==> src/rtl/branch_predictor_bht.sv <==
// ---------------------------------------------------------------------------
// branch_predictor_bht
//
// Branch history table predictor with optional gshare indexing.
// A table of 2^INDEX_BITS saturating counters is indexed by PC bits XORed
// with a speculative global history register (ghr). Each predicted branch
// pushes {idx, ghr snapshot, prediction} into a small FIFO. When the branch
// resolves in MEM, the head entry trains the counter it was predicted from.
// On a misprediction, the FIFO is flushed and ghr is rebuilt from the
// snapshot.
//
// Parameters:
//   INDEX_BITS : log2 of table entries; index = in_addr[INDEX_BITS+1:2]
//   CTR_BITS   : counter width, prediction = counter MSB
//   HIST_BITS  : global history length (0 = pure bimodal, <= INDEX_BITS)
//   DEPTH      : pending-branch FIFO depth (power of 2, >= 2)
//
// Ports:
//   clk                    : rising-edge clock
//   rst_n                  : asynchronous active-low reset
//   branch_decode_sig      : conditional branch in decode this cycle
//   branch_mem_sig         : oldest in-flight branch resolves this cycle
//   actual_branch_decision : resolved outcome (1 = taken)
//   in_addr                : PC of the decoding branch
//   offset                 : sign-extended branch immediate
//   branch_addr            : in_addr + offset (combinational)
//   prediction             : predicted direction (combinational)
//   mispredict             : resolved outcome differs from stored prediction
//   pending_full           : FIFO holds DEPTH entries (registered)
//
// Handshake: branch_decode_sig and branch_mem_sig are single-cycle
// qualifiers without back-pressure. A decode is accepted when the FIFO is
// not full, or when a pop frees a slot in the same cycle, and no mispredict
// is flushing. pending_full tells the core to stop issuing branches.
// A MEM pulse while the FIFO is empty is ignored.
// ---------------------------------------------------------------------------
module branch_predictor_bht #(
  parameter int INDEX_BITS = 4,
  parameter int CTR_BITS   = 2,
  parameter int HIST_BITS  = 2,
  parameter int DEPTH      = 4
) (
  input  logic        clk,
  input  logic        rst_n,
  input  logic        branch_decode_sig,
  input  logic        branch_mem_sig,
  input  logic        actual_branch_decision,
  input  logic [31:0] in_addr,
  input  logic [31:0] offset,
  output logic [31:0] branch_addr,
  output logic        prediction,
  output logic        mispredict,
  output logic        pending_full
);

  localparam int ENTRIES = 1 << INDEX_BITS;
  // ghr keeps one bit of storage even in bimodal mode, held at zero there.
  localparam int GW = (HIST_BITS > 0) ? HIST_BITS : 1;
  localparam int PW = $clog2(DEPTH);
  localparam int CW = PW + 1;
  localparam logic [CTR_BITS-1:0] CTR_RESET = CTR_BITS'((2 ** (CTR_BITS - 1)) - 1);

  typedef struct packed {
    logic [INDEX_BITS-1:0] idx;
    logic [GW-1:0]         ghr;
    logic                  pred;
  } pend_t;

  logic [CTR_BITS-1:0]   bht_q [ENTRIES];
  logic [GW-1:0]         ghr_q;
  pend_t                 fifo_q [DEPTH];
  logic [PW-1:0]         rd_ptr_q;
  logic [PW-1:0]         wr_ptr_q;
  logic [CW-1:0]         count_q;
  logic [CW-1:0]         count_d;
  logic                  full_q;

  logic [INDEX_BITS-1:0] ghr_ext;
  logic [INDEX_BITS-1:0] idx;
  pend_t                 head;
  logic                  empty;
  logic                  pop;
  logic                  push;
  logic [CTR_BITS-1:0]   head_ctr;
  logic [CTR_BITS-1:0]   ctr_next;

  // Shift a new outcome into the history; always zero in bimodal mode.
  function automatic logic [GW-1:0] shift_hist(input logic [GW-1:0] h, input logic b);
    if (HIST_BITS == 0) begin
      return '0;
    end
    return GW'({h, b});
  endfunction

  // PC bits outside the index field do not steer the table.
  logic unused_addr_bits;
  assign unused_addr_bits = ^{in_addr[31:INDEX_BITS+2], in_addr[1:0]};

  assign ghr_ext     = INDEX_BITS'(ghr_q);
  assign idx         = in_addr[INDEX_BITS+1:2] ^ ghr_ext;
  assign prediction  = bht_q[idx][CTR_BITS-1];
  assign branch_addr = in_addr + offset;

  assign head       = fifo_q[rd_ptr_q];
  assign empty      = (count_q == '0);
  assign pop        = branch_mem_sig & ~empty;
  assign mispredict = pop & (actual_branch_decision != head.pred);
  // A mispredict squashes the younger branch decoding in the same cycle.
  assign push       = branch_decode_sig & (~full_q | pop) & ~mispredict;

  assign pending_full = full_q;

  // Saturating update of the counter that produced the head prediction.
  assign head_ctr = bht_q[head.idx];
  always_comb begin
    ctr_next = head_ctr;
    if (actual_branch_decision) begin
      if (head_ctr != '1) ctr_next = head_ctr + CTR_BITS'(1);
    end else begin
      if (head_ctr != '0) ctr_next = head_ctr - CTR_BITS'(1);
    end
  end

  always_comb begin
    count_d = count_q;
    if (mispredict) begin
      count_d = '0;
    end else if (push && !pop) begin
      count_d = count_q + CW'(1);
    end else if (pop && !push) begin
      count_d = count_q - CW'(1);
    end
  end

  // Counter table. A same-cycle read of the updated entry sees the old value.
  always_ff @(posedge clk or negedge rst_n) begin
    if (!rst_n) begin
      for (int i = 0; i < ENTRIES; i++) begin
        bht_q[i] <= CTR_RESET;
      end
    end else if (pop) begin
      bht_q[head.idx] <= ctr_next;
    end
  end

  // FIFO payload needs no reset; occupancy and pointers say what is valid.
  always_ff @(posedge clk) begin
    if (push) begin
      fifo_q[wr_ptr_q] <= '{idx: idx, ghr: ghr_q, pred: prediction};
    end
  end

  always_ff @(posedge clk or negedge rst_n) begin
    if (!rst_n) begin
      rd_ptr_q <= '0;
      wr_ptr_q <= '0;
      count_q  <= '0;
      full_q   <= 1'b0;
      ghr_q    <= '0;
    end else begin
      count_q <= count_d;
      full_q  <= (count_d == CW'(DEPTH));
      if (mispredict) begin
        rd_ptr_q <= '0;
        wr_ptr_q <= '0;
        // Repair history: snapshot taken at decode plus the real outcome.
        ghr_q    <= shift_hist(head.ghr, actual_branch_decision);
      end else begin
        if (push) begin
          wr_ptr_q <= wr_ptr_q + PW'(1);
          ghr_q    <= shift_hist(ghr_q, prediction);
        end
        if (pop) begin
          rd_ptr_q <= rd_ptr_q + PW'(1);
        end
      end
    end
  end

endmodule

==> config.mk <==
export PLATFORM = sky130hd
export DESIGN_NAME = branch_predictor_bht
export DESIGN_NICKNAME = d
export VERILOG_FILES = /design/src/rtl/branch_predictor_bht.sv
export SDC_FILE = /design/constraint.sdc
export NUM_CORES = 1
export LEC_CHECK = 0
export CAP_MARGIN = 20
export CORE_MARGIN = 2
export CORE_UTILIZATION = 52
export DETAILED_ROUTE_END_ITERATION = 16
export PLACE_DENSITY = 0.81
export SYNTH_ARGS = -nofsm -noshare
export SYNTH_HDL_FRONTEND = slang
export SYNTH_SLANG_ARGS = --single-unit
export TNS_END_PERCENT = 10
==> constraint.sdc <==
create_clock -name clk -period 4 [get_ports clk]
set_input_delay 0.8 -clock clk [delete_from_list [all_inputs] [get_ports clk]]
set_output_delay 0.8 -clock clk [all_outputs]
set_load 0.02 [all_outputs]
======== Word level (Yosys, flattened, before mapping) ========
Memory sizes are Yosys's and may differ from the RTL's.
Cells that the tools add are included.
word-level totals
  bits in registers ....................... 42
  memory bits (writable) .................. 28
  input port bits ......................... 69
  output and inout bits ................... 35
  logic and storage cells ................. 78
  memories kept ........................... 1
cells by class
  $add $sub $neg .......................... 7
  magnitude comparators ................... 3
  eq/ne operators ......................... 3
  mux-type cells .......................... 23
  bitwise gates (word level) .............. 11
  reductions and logical operators ........ 9
memory list
  name    depth  bits a word  read ports  clocked after Yosys merged registers in  wr ports  line  source
  fifo_q  4      7            1           0                                        1         71    pend_t fifo_q [DEPTH];
operators with widths
  operator               number
  $add A32 B32 Y32       1
  $bwmux W32             1
  $mux W2                14
  $bmux W2 S4            2
  $ge A5 B5 Y1 const B   2
  $not A4 Y5             2
  $mux W3                3
  $demux W2 S4           1
  $add A2 B1 Y2 const B  3
  $reduce_bool A2 Y1     3
  $lt A5 B1 Y1 const B   1
  $and A1 B1 Y1          4
  $xor A4 B2 Y4          1
  $add A3 B1 Y3 const B  1
  $eq A3 B3 Y1 const B   1
  $logic_and A1 B1 Y1    3
  $logic_not A3 Y1       1
  $not A1 Y1             3
  $sub A3 B1 Y3 const B  1
  $logic_not A1 Y1       2
  $mux W1                2
  $ne A2 B2 Y1 const B   1
  $sub A2 B1 Y2 const B  1
  $ne A1 B1 Y1           1
  $or A1 B1 Y1           1

======== Logic depth before layout (Yosys ltp) ========
  depth in word-level cells ............... 12
  depth in mapped cells ................... 10
  depth with buffers taken out ............ 9

======== Worst setup path before layout ========
OpenSTA, ideal clock, no wires.
  path type ............................... input -> output
  start point ............................. input port offset[2]
  end point ............................... output port branch_addr[19]
  data arrival time ....................... 2,867 ps
  data required time ...................... 3,200 ps
  setup slack ............................. 333 ps
  stages on the path ...................... 7
  path buffers ............................ 0
  cells stage by stage .................... ha_1 o21ai_0 o21ai_0 nand4b_1 a21boi_0 o21ai_0 o311ai_0
between the ends
  cells in the longest elaborated chain, start to end .. 1
ends and longest elaborated chain
  item                line  source
  start: declaration  49    input logic [31:0] offset,
  $add A32 B32 Y32    102   assign branch_addr = in_addr + offset;
  end: declaration    50    output logic [31:0] branch_addr,
Every way passes these cells.

======== Worst setup path after layout ========
  start point ............................. input port in_addr[13]
  end point ............................... output port branch_addr[25]
between the ends
  cells in the longest elaborated chain, start to end .. 1
ends and longest elaborated chain
  item                line  source
  start: declaration  48    input logic [31:0] in_addr,
  $add A32 B32 Y32    102
Every way passes these cells.

==> parameters.txt <==
Parameter                              Value

Synth
  Synthesized instance count    475
  Post-Synthesis Mean Instance Area    10.3 µm²
  Library cells used by synthesis    between 50 and 60
  Top_reg_cell synth    sky130_fd_sc_hd__dfrtp_1
  Fraction of synthesized area in multiplexers    15.0%
  Synth Area in Compound Gates    15.5%
  Synth Area in XOR/XNOR    6.46%
  Syn Nets    583
  Share of synthesized cell area in full adder, half adder and majority cells    11.4%
  Dominant combinational cell family by area after synthesis    compound AO/OA/AOI/OAI gates
  Synth Area in Simple Gates    12.0%
  Number of warnings reported in the yosys synthesis log    0
  Count of state elements after synthesis    66
  Sequential share of the synthesized area    a little under two fifths
  Number of synthesized flops with an enable pin    24
  Share of synthesized flip-flops with an asynchronous set or reset    63.6%
  Mapped Area    slightly below 5000 µm²

Power and ir drop
  Sw Share    38.4%
  Proportion of power drawn by the clock network    between 15 and 20%
  Power per cell area    between 500 and 600 nW/µm²
  Sw Pwr    1.39 mW
  Leakage power summed over all cells    3.05 nW
  Sequential group share of total power    between 30 and 40%
  Combinational share of power    between 50% and 60%
  Cell internal power dissipation    2.23 mW
  Maximum resistive drop on vdd    around 0.26 mV

Worst setup path
  Critical path buffers and inverters    3
  Category of the worst setup path launch point    input pin
  Cell breakdown of the critical path    clkdlybuf4s50_1, ha_4, a21oi_1, a21boi_0, a311oi_2, nand2_1, a211oi_1, buf_4, o31ai_1, xnor2_1, buf_4
  CP max stage delay    between 0.5 and 0.6 ns
  Kind of cell with the highest combined delay on the critical path    compound AO/OA/AOI/OAI gates
  Arrival time of the worst setup path    3.16 ns
  Highest fanout seen on the critical path    4
  Setup CP Type    in2out
  Slowest cell on crit path    sky130_fd_sc_hd__clkdlybuf4s50_1
  Most common cell on crit path    sky130_fd_sc_hd__buf_4
  Data required time of the worst path    between 3 and 4 ns
  Setup crit end kind    output port

CTS
  Clock Sinks    66
  Clk Latency, worst-skew pair    0.35 ns
  Buffer levels on the longest clock path    2
  H-tree depth    3
  TritonCTS buffer count    9
  Clock Pin Slew Worst Setup and Hold Paths    around 0.07 ns
  CTS tree    done
  Root buffer cell    sky130_fd_sc_hd__clkbuf_8
  Hold-fix buffers, CTS    0

Placed design
  Placement Setup Slack    -0.791 ns
  DP Area    6620 µm²
  Number of buffers inserted by port buffering    103
  Final weighted congestion in routability-driven placement    0.971
  HPWL after detailed placement    about 11000 µm

Outcome
  Result of the run    finished, final reports clean

Worst hold path
  Hold Crit Class    reg2reg

Timing
  Post-layout min period    just under 4 ns
  Final setup violation count    0
  Transition time of the tightest slew-check pin    0.917 ns
  Setup TNS after final layout    0 ns
  RSZ-0062 raised after global routing    yes
  Setup skew after layout    0.00667 ns
  Slack of the critical path    0.0387 ns
  Max-slew violations    0
  Final critical-path share of the clock period    99.0%
  Final Hold Viols    0
  Relative slew slack    38.9%
  FMAX    0.252 GHz

Flow run
  Max cap viols    0

Finish
  Final instance area    7010 µm²
  Total number of nets in the final design    774
  Layout cells sized above 1    30.6%
  Signed area change from the synthesized netlist to the final layout    43.7%
  Antenna diodes    0

Routing
  Via count    ~4600
  Drt first pass iters    5
  First-iteration detailed-routing DRC count    280
  Final ANT Viol Nets    0
  Drt drc    0
  Average wire length per cell after detail routing    17.9 µm
  Via count normalized by instance count    just under 6
  Wire length reported by the detailed router    between 10000 and 15000 µm

Global routing
  Grt total ovfl    0
  Initial antenna violation count    0
  GRT Resource Usage Total    27.4%
  Global-route wire length before repair    21800 µm
  Largest net degree at the start of global routing    43
  Number of global-route vias before repair    ~4500

Floorplanning
  Number of I/O pins    104
  Cell Rows    35
  Die H    between 100 and 150 µm
  Total die area    a little over 10000 µm²
  Core region area    9150 µm²
  Initial Utilization    53.3%
  Die width    101 µm
## synthesized netlist by cell type (7+ instances only)
cell / instances / area, µm²
sky130_fd_sc_hd__dfstp_2: 16 / 420
sky130_fd_sc_hd__ha_1: 38 / 475
sky130_fd_sc_hd__inv_1: 20 / 75.1
sky130_fd_sc_hd__mux2_2: 24 / 270
sky130_fd_sc_hd__xnor2_1: 25 / 219
sky130_fd_sc_hd__mux2i_1: 10 / 100
sky130_fd_sc_hd__nor2_1: 23 / 86.3
sky130_fd_sc_hd__a21oi_1: 36 / 180
sky130_fd_sc_hd__nor2b_1: 9 / 56.3
sky130_fd_sc_hd__o21bai_1: 10 / 75.1
sky130_fd_sc_hd__and3_1: 9 / 56.3
sky130_fd_sc_hd__o21ai_0: 32 / 160
sky130_fd_sc_hd__nand4_1: 7 / 43.8
sky130_fd_sc_hd__xor2_1: 11 / 96.3
sky130_fd_sc_hd__edfxtp_1: 24 / 721
sky130_fd_sc_hd__nand2_1: 54 / 203
sky130_fd_sc_hd__mux4_2: 9 / 203
sky130_fd_sc_hd__dfrtp_1: 26 / 651
sky130_fd_sc_hd__nand3_1: 10 / 50.1
## layer usage
| layer | vias up | GRT usage, % | wire (µm) |
|---|---|---|---|
| li1 | 2148 | - | - |
| met1 | 2214 | 35.4 | 5960 |
| met2 | 176 | 46.6 | 6980 |
| met3 | 27 | 5.06 | 807 |
| met4 | 0 | 8.85 | 235 |
| met5 | - | 0 | 0 |
## area by class of cell
cell class / instances / area, µm²
clock buffers: 16 / 221
fillers: 611 / 2140
inverters: 21 / 78.8
multi-input cells: 378 / 3170
flip-flops and latches: 66 / 1790
well taps: 111 / 139
repair buffers: 190 / 1610
## cell families (layout without fill, tap and decap cells)
logic type | count (synthesis) | after routing
mux | 49 | 49
buf+inv | 31 | 227
flops | 66 | 66
compound gates | 122 | 122
xor+xnor | 36 | 36
simple gates | 126 | 126
fa+ha+maj | 45 | 45
## metrics by stage
step	hold WS [ns]	power (mW)	std cells	util [%]
after floorplan	0.449	2.34	475	-
after global placement	0.467	2.90	764	72.3
after detailed placement	0.471	3.00	764	72.3
after CTS	0.481	3.59	780	75.2
after global routing	0.508	3.83	782	76.6
final	0.479	3.61	782	76.6
## worst paths after layout
check	from	endpoint	slack (ns)	cells after the start
hold / removal	bht_q[18]$_DFFE_PN1P_	bht_q[18]$_DFFE_PN1P_	0.48	2
setup reg to reg	rd_ptr_q[0]$_DFFE_PN0P_	bht_q[5]$_DFFE_PN0P_	1.31	6
hold reg to reg	bht_q[18]$_DFFE_PN1P_	bht_q[18]$_DFFE_PN1P_	0.48	2
min in group asynchronous	rst_n	bht_q[1]$_DFFE_PN0P_	0.59	1
max in group asynchronous	rst_n	rd_ptr_q[1]$_DFFE_PN0P_	2.85	1
setup / recovery	in_addr[13]	branch_addr[25]	0.04	11
## power groups by stage
stage / clock (mW) / combinational, mW / sequential [mW]
global route: 0.640 / 2.01 / 1.18
CTS: 0.603 / 1.83 / 1.15
floorplan: 0 / 1.24 / 1.10
global placement: 0 / 1.76 / 1.14
finish: 0.598 / 1.86 / 1.16
detailed placement: 0 / 1.83 / 1.16
## timing repair
item / 4_1_cts / 5_1_grt
setup endpoints to repair: 26 / 20
setup buffers: 0 / 2
pin swaps: 4 / 15
resized for setup: 79 / 67
## sequential cells by signal (all words and copies together) (netlist names)
register,flops
bht_q,32
fifo_q,24
count_q,3
ghr_q,2
rd_ptr_q,2
wr_ptr_q,2
pending_full,1
## cells in the final DEF (no fill, tap or decap), types with 7 or more instances in the layout
cell / synthesis / routed
sky130_fd_sc_hd__buf_4: 0 / 93
sky130_fd_sc_hd__clkdlybuf4s50_1: 0 / 71
sky130_fd_sc_hd__nand2_1: 54 / 53
sky130_fd_sc_hd__a21oi_1: 36 / 33
sky130_fd_sc_hd__ha_1: 38 / 30
sky130_fd_sc_hd__dfrtp_1: 26 / 26
sky130_fd_sc_hd__xnor2_1: 25 / 25
sky130_fd_sc_hd__mux2_2: 24 / 24
sky130_fd_sc_hd__edfxtp_1: 24 / 24
sky130_fd_sc_hd__nor2_1: 23 / 23
sky130_fd_sc_hd__o21ai_0: 32 / 22
sky130_fd_sc_hd__inv_1: 20 / 20
sky130_fd_sc_hd__dfstp_2: 16 / 16
sky130_fd_sc_hd__clkbuf_8: 0 / 14
sky130_fd_sc_hd__xor2_1: 11 / 11
sky130_fd_sc_hd__mux2i_1: 10 / 10
sky130_fd_sc_hd__o21bai_1: 10 / 10
sky130_fd_sc_hd__and3_1: 9 / 9
sky130_fd_sc_hd__nand3_1: 10 / 9
sky130_fd_sc_hd__mux4_2: 9 / 9
sky130_fd_sc_hd__o21ai_1: 3 / 8
sky130_fd_sc_hd__nor2b_1: 9 / 8
sky130_fd_sc_hd__dlygate4sd2_1: 0 / 8
sky130_fd_sc_hd__nand4_1: 7 / 7
## worst reg2reg max path: cells and delay by family, from the launching register on
family          cells  cell delay [ns]
buf+inv             1             0.20
mux                 3             1.70
flops               1             0.38
compound gates      2             0.30
No activity file was read; power rests on OpenSTA's default activity.
